`src/rtl/adder_pkg.sv`:
```
// Shared constants for the registered N-bit adder and its toggle counter.
// Latency: n/a (declarations only).
// Backpressure: n/a.
package adder_pkg;

    localparam int ADDER_N     = 22;
    localparam int ADDER_CNT_W = 32;

    // Width needed to hold the popcount of an (n+1)-bit vector (0..n+1).
    function automatic int popcount_w(input int n);
        return $clog2(n + 2);
    endfunction

endpackage

```
`src/rtl/adder_popcount.sv`:
```
// Combinational population count of a W-bit vector.
// Latency: 0 cycles (pure combinational).
// Backpressure: none.
// Ports: vec (W bits in), count ($clog2(W+1) bits out, number of ones in vec).
module adder_popcount #(
    parameter int W  = 23,
    parameter int CW = $clog2(W + 1)
) (
    input  logic [W-1:0]  vec,
    output logic [CW-1:0] count
);

    always_comb begin
        count = '0;
        for (int i = 0; i < W; i++) begin
            count = count + CW'(vec[i]);
        end
    end

endmodule

```
`src/rtl/adder_n.sv`:
```
// Registered N-bit unsigned adder: {carry_out, sum} = input1 + input2.
// Latency: 1 cycle, throughput 1 result per cycle, outputs come straight from flops.
// Backpressure: none; every in_valid cycle is accepted.
// Ports: clk, rst (sync, active-high), in_valid, input1/input2 (N bits),
//        sum (N bits), carry_out, out_valid, toggle_count (CNT_W bits, optional).
// Optional feature: define ADDER_TOGGLE_CNT_EN to add the output-toggle counter.
module adder_n
    import adder_pkg::*;
#(
    parameter int N = ADDER_N
`ifdef ADDER_TOGGLE_CNT_EN
    ,
    parameter int CNT_W = ADDER_CNT_W
`endif
) (
    input  logic             clk,
    input  logic             rst,
    input  logic             in_valid,
    input  logic [N-1:0]     input1,
    input  logic [N-1:0]     input2,
    output logic [N-1:0]     sum,
    output logic             carry_out,
    output logic             out_valid
`ifdef ADDER_TOGGLE_CNT_EN
    ,
    output logic [CNT_W-1:0] toggle_count
`endif
);

    // Zero-extend so the carry falls out of the behavioural add.
    logic [N:0] full_sum;
    assign full_sum = {1'b0, input1} + {1'b0, input2};

    always_ff @(posedge clk) begin
        if (rst) begin
            sum       <= '0;
            carry_out <= 1'b0;
            out_valid <= 1'b0;
        end else begin
            out_valid <= in_valid;
            if (in_valid) begin
                {carry_out, sum} <= full_sum;
            end
        end
    end

`ifdef ADDER_TOGGLE_CNT_EN
    localparam int PW = popcount_w(N);

    logic [PW-1:0]  flips;
    logic [CNT_W:0] cnt_next;

    // Bits that will change on this load: old registered result vs new one.
    adder_popcount #(
        .W  (N + 1),
        .CW (PW)
    ) u_popcount (
        .vec   ({carry_out, sum} ^ full_sum),
        .count (flips)
    );

    // One extra bit catches overflow so the counter can clamp instead of wrap.
    assign cnt_next = {1'b0, toggle_count} + (CNT_W + 1)'(flips);

    always_ff @(posedge clk) begin
        if (rst) begin
            toggle_count <= '0;
        end else if (in_valid) begin
            toggle_count <= cnt_next[CNT_W] ? {CNT_W{1'b1}} : cnt_next[CNT_W-1:0];
        end
    end
`endif

endmodule

```
`config.mk`:
```
export PLATFORM = sky130hd
export DESIGN_NAME = adder_n
export DESIGN_NICKNAME = d
export VERILOG_FILES = /design/src/rtl/adder_pkg.sv /design/src/rtl/adder_popcount.sv /design/src/rtl/adder_n.sv
export SDC_FILE = /design/constraint.sdc
export NUM_CORES = 1
export LEC_CHECK = 0
export ABC_AREA = 1
export CAP_MARGIN = 15
export CORE_MARGIN = 1
export CORE_UTILIZATION = 50
export DETAILED_ROUTE_END_ITERATION = 10
export PLACE_DENSITY_LB_ADDON = 0.08
export SLEW_MARGIN = 20
export SYNTH_ARGS = -nofsm -noshare
export SYNTH_HDL_FRONTEND = slang
export SYNTH_SLANG_ARGS = --single-unit
```
`constraint.sdc`:
```
create_clock -name clk -period 3.24 [get_ports clk]
set_input_delay 0.648 -clock clk [delete_from_list [all_inputs] [get_ports clk]]
set_output_delay 0.648 -clock clk [all_outputs]
set_load 0.005 [all_outputs]
```
**Word level (Yosys, flattened, before mapping)**

Index checks and enable logic that the tools add are counted.

- Bits in registers: 24
- Output and inout port bits: 24
- Input port bits: 47
- Logic and storage cells: 4

- $add $sub $neg: 1

Operators with widths:

| cell | count |
|---|---|
| $add 22x22->23 | 1 |

**Logic depth before layout (Yosys ltp)**

Gate-level depths: netlist (run 1).

- Depth in word-level cells: 1
- Mapped depth: 14
- Depth with buffers taken out: 14

**Least setup slack after synthesis (run 1)**

OpenSTA, ideal clock, no wires.

- Path type: in2reg
- Start: input port input1[0]
- End: register sum[14]
- Data required time: 3.126 ns
- Path buffers: 0
- Arrival: 1.950 ns
- Setup slack: 1.176 ns
- Stages: 13
- Cell sequence: ha_1 inv_1 fa_1 inv_1 nand3_1 nand3_2 nand2_1 nand2_1 nand2_1 nand2_1 nor2_1 o21bai_1 inv_1

- Word-level cells in the longest chain between the ends: 1

Ends and longest elaborated chain:

| item | RTL line | text |
|---|---|---|
| start, declared | adder_n.sv:19 | `input logic [N-1:0] input1,` |
| $add 22x22->23 | adder_n.sv:32 | `assign full_sum = {1'b0, input1} + {1'b0, input2};` |
| end signal, assigned | adder_n.sv:42 | `{carry_out, sum} <= full_sum;` |
| end, declared | adder_n.sv:21 | `output logic [N-1:0] sum,` |

No other way between the ends.
A chain may end at the register's enable or synchronous reset.

**Worst setup path after layout (run 1)**

Ends and elaborated chain as after synthesis.

==> results.cfg, run 1 <==
[synthesis]
syn_area_um2 = 2420
syn_nets = 491
synth-simple-area-share = 0.432
ys_warn_count = 0
ys_ff_latch = 24
synth.distinct_cells = 28
synthMuxAreaShare = 0
synth_compound_area_frac = 0.0764
yosys.area_share.xor_xnor = 0.0289
synth_cells = 421
synth_seq_area_share = 0.198
syn_area_per_cell_um2 = 5.76
synth_top_family_by_area = simple AND/OR/NAND/NOR gates
synth-adder-area-share = 0.122

[clocking]
cts_tree = done
path_clk_slew_ps = 80
cts-resized-gates = 0
cts_setup_buffers = 0
h-tree-depth = 1
numCtsBuffers = 3
cts-root-buf = clkbuf_8
clk_latency_ps = 270
hold_buffers = 0
clockBufferDepth = 2
cts_sinks = 24

[status]
status = complete, no violations

[setup_path]
cp-start-kind = primary input
cp_cell_sequence = clkdlybuf4s50_1, ha_1, inv_1, fa_1, inv_1, nand3_1, nand3_2, nand2_1, nand2_1, nand2_1, nand2_1, nor2_1, o21bai_1, inv_1
critPathTopFamily = buffers and inverters
worst-setup-path-type = in2reg
cp_slowest_stage_delay_ps = 460
cp.required_ps = 3410
r2r_end = sum[14]$_SDFFE_PP0P_
crit_arrival_ps = 2580
cp-startpoint = input1[0]
crit_path_top_delay_cell = clkdlybuf4s50_1
crit_top_cell = nand2_1
cp_max_fo = 5
reg2reg_slack_ps = 2520
critical_path.endpoint_type = flip-flop
crit_buf_inv = 4
rr_worst_depth = 3
worstReg2RegStart = sum[14]$_SDFFE_PP0P_

[cells_and_area]
final_common_cell = nand2_1
nets = 563
fin_area_um2 = 3230
multiInputGateArea_um2 = 1600
regArea_um2 = 480
layout-drive-gt1-share = 0.0528
final_cell_mix = 135 x nand2_1, 84 x inv_1, 70 x clkdlybuf4s50_1, 52 x nor2_1, 26 x nand3_1
stdcell_count = 544
diodes = 0
syn_to_final_growth_pct = 33.3
fillers = 398

[sta]
holdWs_ps = 484
rsz0062_at_grt = no
timing.final.crit_period_ps = 2410
setup_tns_ps = 0
slew_viol_final = 0
finalSetupViolations = 0
final.setup_skew_ps = 0
clock.fmax_ghz = 0.415
final-hold-violation-count = 0
fin_crit_sh = 0.744
worstMarginPinSlew_ps = 377
maxSlewHeadroom = 0.748

[detailed_routing]
drc = 0
finalWirelength_mm = 6.82
vias = 2727
wl_per_cell_um = 12.5
ant_nets = 0
vias_per_cell = 5.01
drt-pass1-iter-count = 5
drt_iter0_drc = 142

[placement]
hpwl_mm = 5.76
port_buffers = 70
place_inst = 540
gp_congestion = 0.868
place_area_um2 = 3180

[power]
pwr_density_cell_nw_per_um2 = 308
p_leak_nw = 1.78
ir_drop_mv = 0.240

[min_path]
hold-path-cell-count = 2
whs_endpoint = sum[12]$_SDFFE_PP0P_
worstHoldStart = sum[12]$_SDFFE_PP0P_
hold_path.class = reg2reg

[grt]
grt_overflow_total = 0
grt_usage = 0.278
grt_first_pass_wirelength_mm = 11.3
antenna_found_initial = 0
grt_pass1_vias = 2582
grt_start_max_net_pins = 33

[job]
max-cap-violations = 0

[floorplanning]
num_rows = 24
die-area_um2 = 5130
start_util = 0.538
core_area_um2 = 4500
die_h_um = 71.6
io_pins = 71
dieWidth_um = 71.6
## logic make-up after synthesis
kind of cell,after synthesis
flops,24
compound gates,33
buf+inv,90
simple gates,243
fa+ha+maj,23
xor+xnor,8
## worst max path at each step
stage / slack, ps / depth (start not counted) / end
global route: 660 / 14 / sum[16]$_SDFFE_PP0P_
global placement: 620 / 14 / sum[16]$_SDFFE_PP0P_
floorplan: 1180 / 13 / sum[14]$_SDFFE_PP0P_
detailed placement: 540 / 14 / sum[14]$_SDFFE_PP0P_
CTS: 830 / 14 / sum[14]$_SDFFE_PP0P_
finish: 830 / 14 / sum[14]$_SDFFE_PP0P_
## synth_stat cells
master         instances  area (um2)
or2_1                  2        12.5
nand3b_1               2        15.0
nor2_2                 2        12.5
buf_4                  1        7.51
inv_2                  1        3.75
nand4_1                3        18.8
nand3_1               26         130
xnor2_1                2        17.5
dlygate4sd1_1          1        8.76
nand3_2                3        30.0
xor2_1                 6        52.6
dfxtp_1               24         480
nand2_1              135         507
fa_1                   1        20.0
ha_1                  22         275
a31oi_1                1        6.26
nor2_4                 4        45.0
o21ai_0               14        70.1
o21bai_1               3        22.5
a21oi_2                3        26.3
a21oi_1               12        60.1
nor4_1                 1        6.26
inv_1                 84         315
nor2_1                52         195
nor3_1                 6        30.0
and2_2                 1        7.51
clkbuf_1               3        11.3
nand2_2                6        37.5
## sequential cells by signal, summed over array words and instances (netlist names)
name and count:
sum 22, out_valid 1, carry_out 1
## through the flow
stage | utilization | power [mW] | setup slack, ps
after floorplan | - | 0.610 | 1180
after global placement | 0.706 | 0.786 | 623
after detailed placement | 0.706 | 0.798 | 539
after CTS | 0.718 | 1.00 | 831
after global routing | 0.718 | 1.07 | 662
final | 0.718 | 0.997 | 830
## report_power, final
group	leakage (nW)	switching [mW]	internal, mW
clock	0.0288	0.0934	0.109
combinational	1.55	0.247	0.210
sequential	0.199	0.0153	0.323
## worst min-delay path, stage by stage, from the launching register on
cell and delay, ps:
dfxtp_1 320, nand3_1 80, nand2_1 50
## layer usage
metal	global-route usage	routed length, um	vias to the layer above
met4	0.0610	110	0
met3	0.0338	300	10
li1	-	-	1422
met5	0	0	-
met1	0.324	2870	1210
met2	0.538	3550	85
## final cells by class
cell class | instances | area share
repair buffers | 72 | 0.221
multi-input cells | 307 | 0.494
flip-flops and latches | 24 | 0.149
inverters | 85 | 0.0987
clock buffers | 4 | 0.0170
well taps | 52 | 0.0201
Note: power is estimated with default switching activity, not from simulation.
==> run 2, diff against run 1 <==
Settings changed: CORE_UTILIZATION 50 to 48.
Clock period 3.24 ns to 2.5 ns, I/O delays scaled along.
==> run 2 against run 1 <==
Effect of this change:
- cell count grew 2.9%
- combinational power increased by 28%
- clock-buffer cell count is the same
- sequential power is 30% higher
- utilization fell by 3.7 points
- first-iteration DRC count shrank 31%
- sequential cell count unchanged
- non-clock buffer count rose by 1
- global-route usage shrank 2.4 points
- final area grew 0.81%
- sequential share of layout area fell by 0.12 points
- clock skew is the same
- critical path type unchanged
==> results.cfg, run 2 (synthesis gave the netlist of run 1 again) <==
[min_path]
hold_path.class = reg2reg
worstHoldStart = sum[12]$_SDFFE_PP0P_
hold-path-cell-count = 2

[cells_and_area]
final_common_cell = nand2_1
largest_reg_flops = 22
final_cell_mix = 135 x nand2_1, 84 x inv_1, 70 x clkdlybuf4s50_1, 52 x nor2_1, 26 x nand3_1
largestRegisters = sum x22, carry_out x1, out_valid x1
syn_to_final_growth_pct = 34.4
fin_util = 0.681
layout-drive-gt1-share = 0.0548
stdcell_count = 560
diodes = 0
regMostFlops = sum
nets = 564

[floorplanning]
num_rows = 25
die_h_um = 73.1
die-area_um2 = 5340
io_pins = 71
core_area_um2 = 4790
dieWidth_um = 73.1
start_util = 0.507

[sta]
holdWs_ps = 483
finalSetupViolations = 0
maxSlewHeadroom = 0.739
final.setup_skew_ps = 0
rsz0062_at_grt = no
setup_tns_ps = 0
worstMarginPinSlew_ps = 391
slew_viol_final = 0
final-hold-violation-count = 0
timing.final.crit_period_ps = 2220
fin_crit_sh = 0.888
clock.fmax_ghz = 0.451

[clocking]
hold_buffers = 0
cts_sinks = 24
clk_latency_ps = 270
numCtsBuffers = 3
path_clk_slew_ps = 80
h-tree-depth = 1
cts_tree = done
cts-root-buf = clkbuf_8
cts-resized-gates = 0
cts_setup_buffers = 0
clockBufferDepth = 2

[job]
max-cap-violations = 0

[power]
pwr_density_cell_nw_per_um2 = 394
power_mw = 1.28
p_leak_nw = 1.78
ir_drop_mv = 0.269

[setup_path]
cp-start-kind = primary input
reg2reg_slack_ps = 1710
worst-setup-path-type = in2reg
cp-startpoint = input1[0]
cp.required_ps = 2670
cp_max_fo = 5
crit_arrival_ps = 2390
worstReg2RegStart = sum[14]$_SDFFE_PP0P_
critical_path.endpoint_type = flip-flop
rr_worst_depth = 3

[grt]
grt_overflow_total = 0
antenna_found_initial = 0
gr-usage-met2 = 0.480
grt_first_pass_wirelength_mm = 10.6
met1_usage = 0.308
grt_pass1_vias = 2502
met3_usage = 0.0304
grt_start_max_net_pins = 32
busiest_layer = met2
grt_usage = 0.254

[detailed_routing]
drt-pass1-iter-count = 4
drc = 0
vias_per_cell = 4.81
drt_iter0_drc = 98
wl_per_cell_um = 11.3
finalWirelength_mm = 6.36
vias = 2691
ant_nets = 0

[status]
status = complete, no violations

[placement]
place_inst = 556
hpwl_mm = 5.43
port_buffers = 70
gp_congestion = 0.857
run 2: final timing paths:
| path | end |
|---|---|
| worst max-delay path | sum[16]$_SDFFE_PP0P_ |
| worst min-delay path | sum[12]$_SDFFE_PP0P_ |
| worst max register to register | sum[14]$_SDFFE_PP0P_ |
| worst min register to register | sum[12]$_SDFFE_PP0P_ |
run 2: through the flow:
stage | instance area (um2) | setup WS [ps]
6_report | 3260 | 281
5_1_grt | 3260 | 60.5
4_1_cts | 3260 | 278
3_5_place_dp | 3200 | -11.1
3_3_place_gp | 3200 | 62.4
2_1_floorplan | 2420 | 584
run 2: layout make-up:
| cell class | count | area (um2) |
|---|---|---|
| sequential | 24 | 480 |
| multi-input combinational | 307 | 1600 |
| inverter | 85 | 319 |
| clock buffer | 4 | 55.1 |
| fill | 485 | 1530 |
| tap | 67 | 83.8 |
| timing repair buffer | 73 | 723 |
run 2: critical path, cell delays in order:
cell             delay [ps]
clkdlybuf4s50_1         460
ha_1                    160
inv_1                    50
fa_1                    400
inv_1                    90
nand3_1                  90
nand3_2                 140
nand2_1                  70
nand2_1                  90
nand2_1                  60
nand2_1                  70
nor2_1                   40
o21bai_1                130
inv_1                    50
run 2: power breakdown:
| group | switching, mW | total, mW | leakage (nW) | internal (mW) |
|---|---|---|---|---|
| combinational | 0.310 | 0.582 | 1.56 | 0.272 |
| clock | 0.122 | 0.263 | 0.0288 | 0.141 |
| sequential | 0.0192 | 0.438 | 0.199 | 0.419 |
run 2: metal layers:
layer	share of wire	wire, um
met1	0.45	2880
met2	0.50	3200
met3	0.030	190
met4	0.013	80
met5	0	0
==> run 3, diff against run 2 <==
Settings changed: GPL_ROUTABILITY_DRIVEN set to 0.
==> run 3 against run 2 <==
Effect of this change:
- die area did not move
- clock-buffer cell count did not move
- hold slack got worse by 5.9 ps
- critical endpoint unchanged
- largest cell class unchanged
==> results.cfg, run 3 (synthesis gave the netlist of run 1 again) <==
[detailed_routing]
drt_iter0_drc = 162
vias = 2685
finalWirelength_mm = 6.03
drc = 0
vias_per_cell = 4.79
ant_nets = 0
wl_per_cell_um = 10.8
drt-pass1-iter-count = 4

[setup_path]
cp_cell_sequence = clkdlybuf4s50_1, ha_1, inv_1, fa_1, inv_1, nand3_1, nand3_2, nand2_1, nand2_1, nand2_1, nand2_1, nor2_1, o21bai_1, inv_1
cp.required_ps = 2670
crit_path_top_delay_cell = clkdlybuf4s50_1
worst-setup-path-type = in2reg
cp-start-kind = primary input
crit_buf_inv = 4
critical_path.endpoint_type = flip-flop
cp_slowest_stage_delay_ps = 460
crit_top_cell = nand2_1
crit_arrival_ps = 2400
critPathTopFamily = buffers and inverters
cp_max_fo = 5

[power]
power_mw = 1.28
p_leak_nw = 1.78
pwr_density_cell_nw_per_um2 = 392
ir_drop_mv = 0.343

[floorplanning]
dieWidth_um = 73.1
die_h_um = 73.1
io_pins = 71
start_util = 0.507
core_area_um2 = 4790
num_rows = 25
die-area_um2 = 5340

[cells_and_area]
fillers = 470
stdcell_count = 560
syn_to_final_growth_pct = 34.4
largest_reg_flops = 22
regMostFlops = sum
diodes = 0
nets = 564
final_common_cell = nand2_1
fin_area_um2 = 3260
layout-drive-gt1-share = 0.0548
final_cell_mix = 135 x nand2_1, 84 x inv_1, 70 x clkdlybuf4s50_1, 52 x nor2_1, 26 x nand3_1
largestRegisters = sum x22, carry_out x1, out_valid x1

[clocking]
clk_latency_ps = 260
cts_tree = done
numCtsBuffers = 3
h-tree-depth = 1
path_clk_slew_ps = 80
cts-resized-gates = 0
cts-root-buf = clkbuf_8
hold_buffers = 0
cts_setup_buffers = 0
cts_sinks = 24
clockBufferDepth = 2

[sta]
setup_tns_ps = 0
slew_viol_final = 0
maxSlewHeadroom = 0.737
fin_crit_sh = 0.891
final.setup_skew_ps = 0
clock.fmax_ghz = 0.449
finalSetupViolations = 0
timing.final.crit_period_ps = 2230
setup_slack_ps = 272
worstMarginPinSlew_ps = 395
final-hold-violation-count = 0
rsz0062_at_grt = no

[placement]
place_inst = 556
place_area_um2 = 3200
place_ws_ps = -17.7
hpwl_mm = 5.01
port_buffers = 70

[grt]
grt_start_max_net_pins = 32
grt_usage = 0.241
antenna_found_initial = 0
grt_first_pass_wirelength_mm = 10.1
grt_overflow_total = 0
grt_pass1_vias = 2400

[min_path]
hold_path.class = reg2reg

[job]
max-cap-violations = 0

[status]
status = complete, no violations
==> run 3: cell counts in the layout (fill, tap and decap cells not counted) <==
Identical to the previous run, type by type.
==> run 3: worst paths after layout <==
check | slack, ps | start | to | depth (start not counted)
hold / removal | 480 | sum[10]$_SDFFE_PP0P_ | sum[10]$_SDFFE_PP0P_ | 2
setup reg to reg | 1750 | sum[16]$_SDFFE_PP0P_ | sum[16]$_SDFFE_PP0P_ | 3
setup / recovery | 270 | input1[0] | sum[16]$_SDFFE_PP0P_ | 14
hold reg to reg | 480 | sum[10]$_SDFFE_PP0P_ | sum[10]$_SDFFE_PP0P_ | 2
==> run 3: routing by layer <==
layer | vias to the layer above | track usage | share of wire
li1 | 1424 | - | -
met3 | 6 | 0.0331 | 0.046
met5 | - | 0 | 0
met2 | 65 | 0.468 | 0.51
met4 | 0 | 0.0392 | 0.010
met1 | 1190 | 0.281 | 0.44
==> run 3: worst register-to-register path: stages (launching register included) <==
cell	delay (ps)
dfxtp_1	320
o21ai_0	150
o21bai_1	130
inv_1	50
==> run 3: cell type report <==
type | instances | area [um2] | area share
timing repair buffer | 73 | 723 | 0.222
multi-input combinational | 307 | 1600 | 0.490
inverter | 85 | 319 | 0.0979
clock buffer | 4 | 55.1 | 0.0169
sequential | 24 | 480 | 0.147
tap | 67 | 83.8 | 0.0257
==> run 3: stage by stage <==
step	utilization	hold slack (ps)
floorplan	-	467
global placement	0.670	466
detailed placement	0.670	463
CTS	0.681	483
global route	0.681	501
finish	0.681	477
==> run 3: power breakdown <==
part	total [mW]	internal (mW)	switching (mW)	leakage [nW]
logic	0.580	0.272	0.308	1.56
registers	0.438	0.419	0.0190	0.199
clock network	0.261	0.141	0.120	0.0288
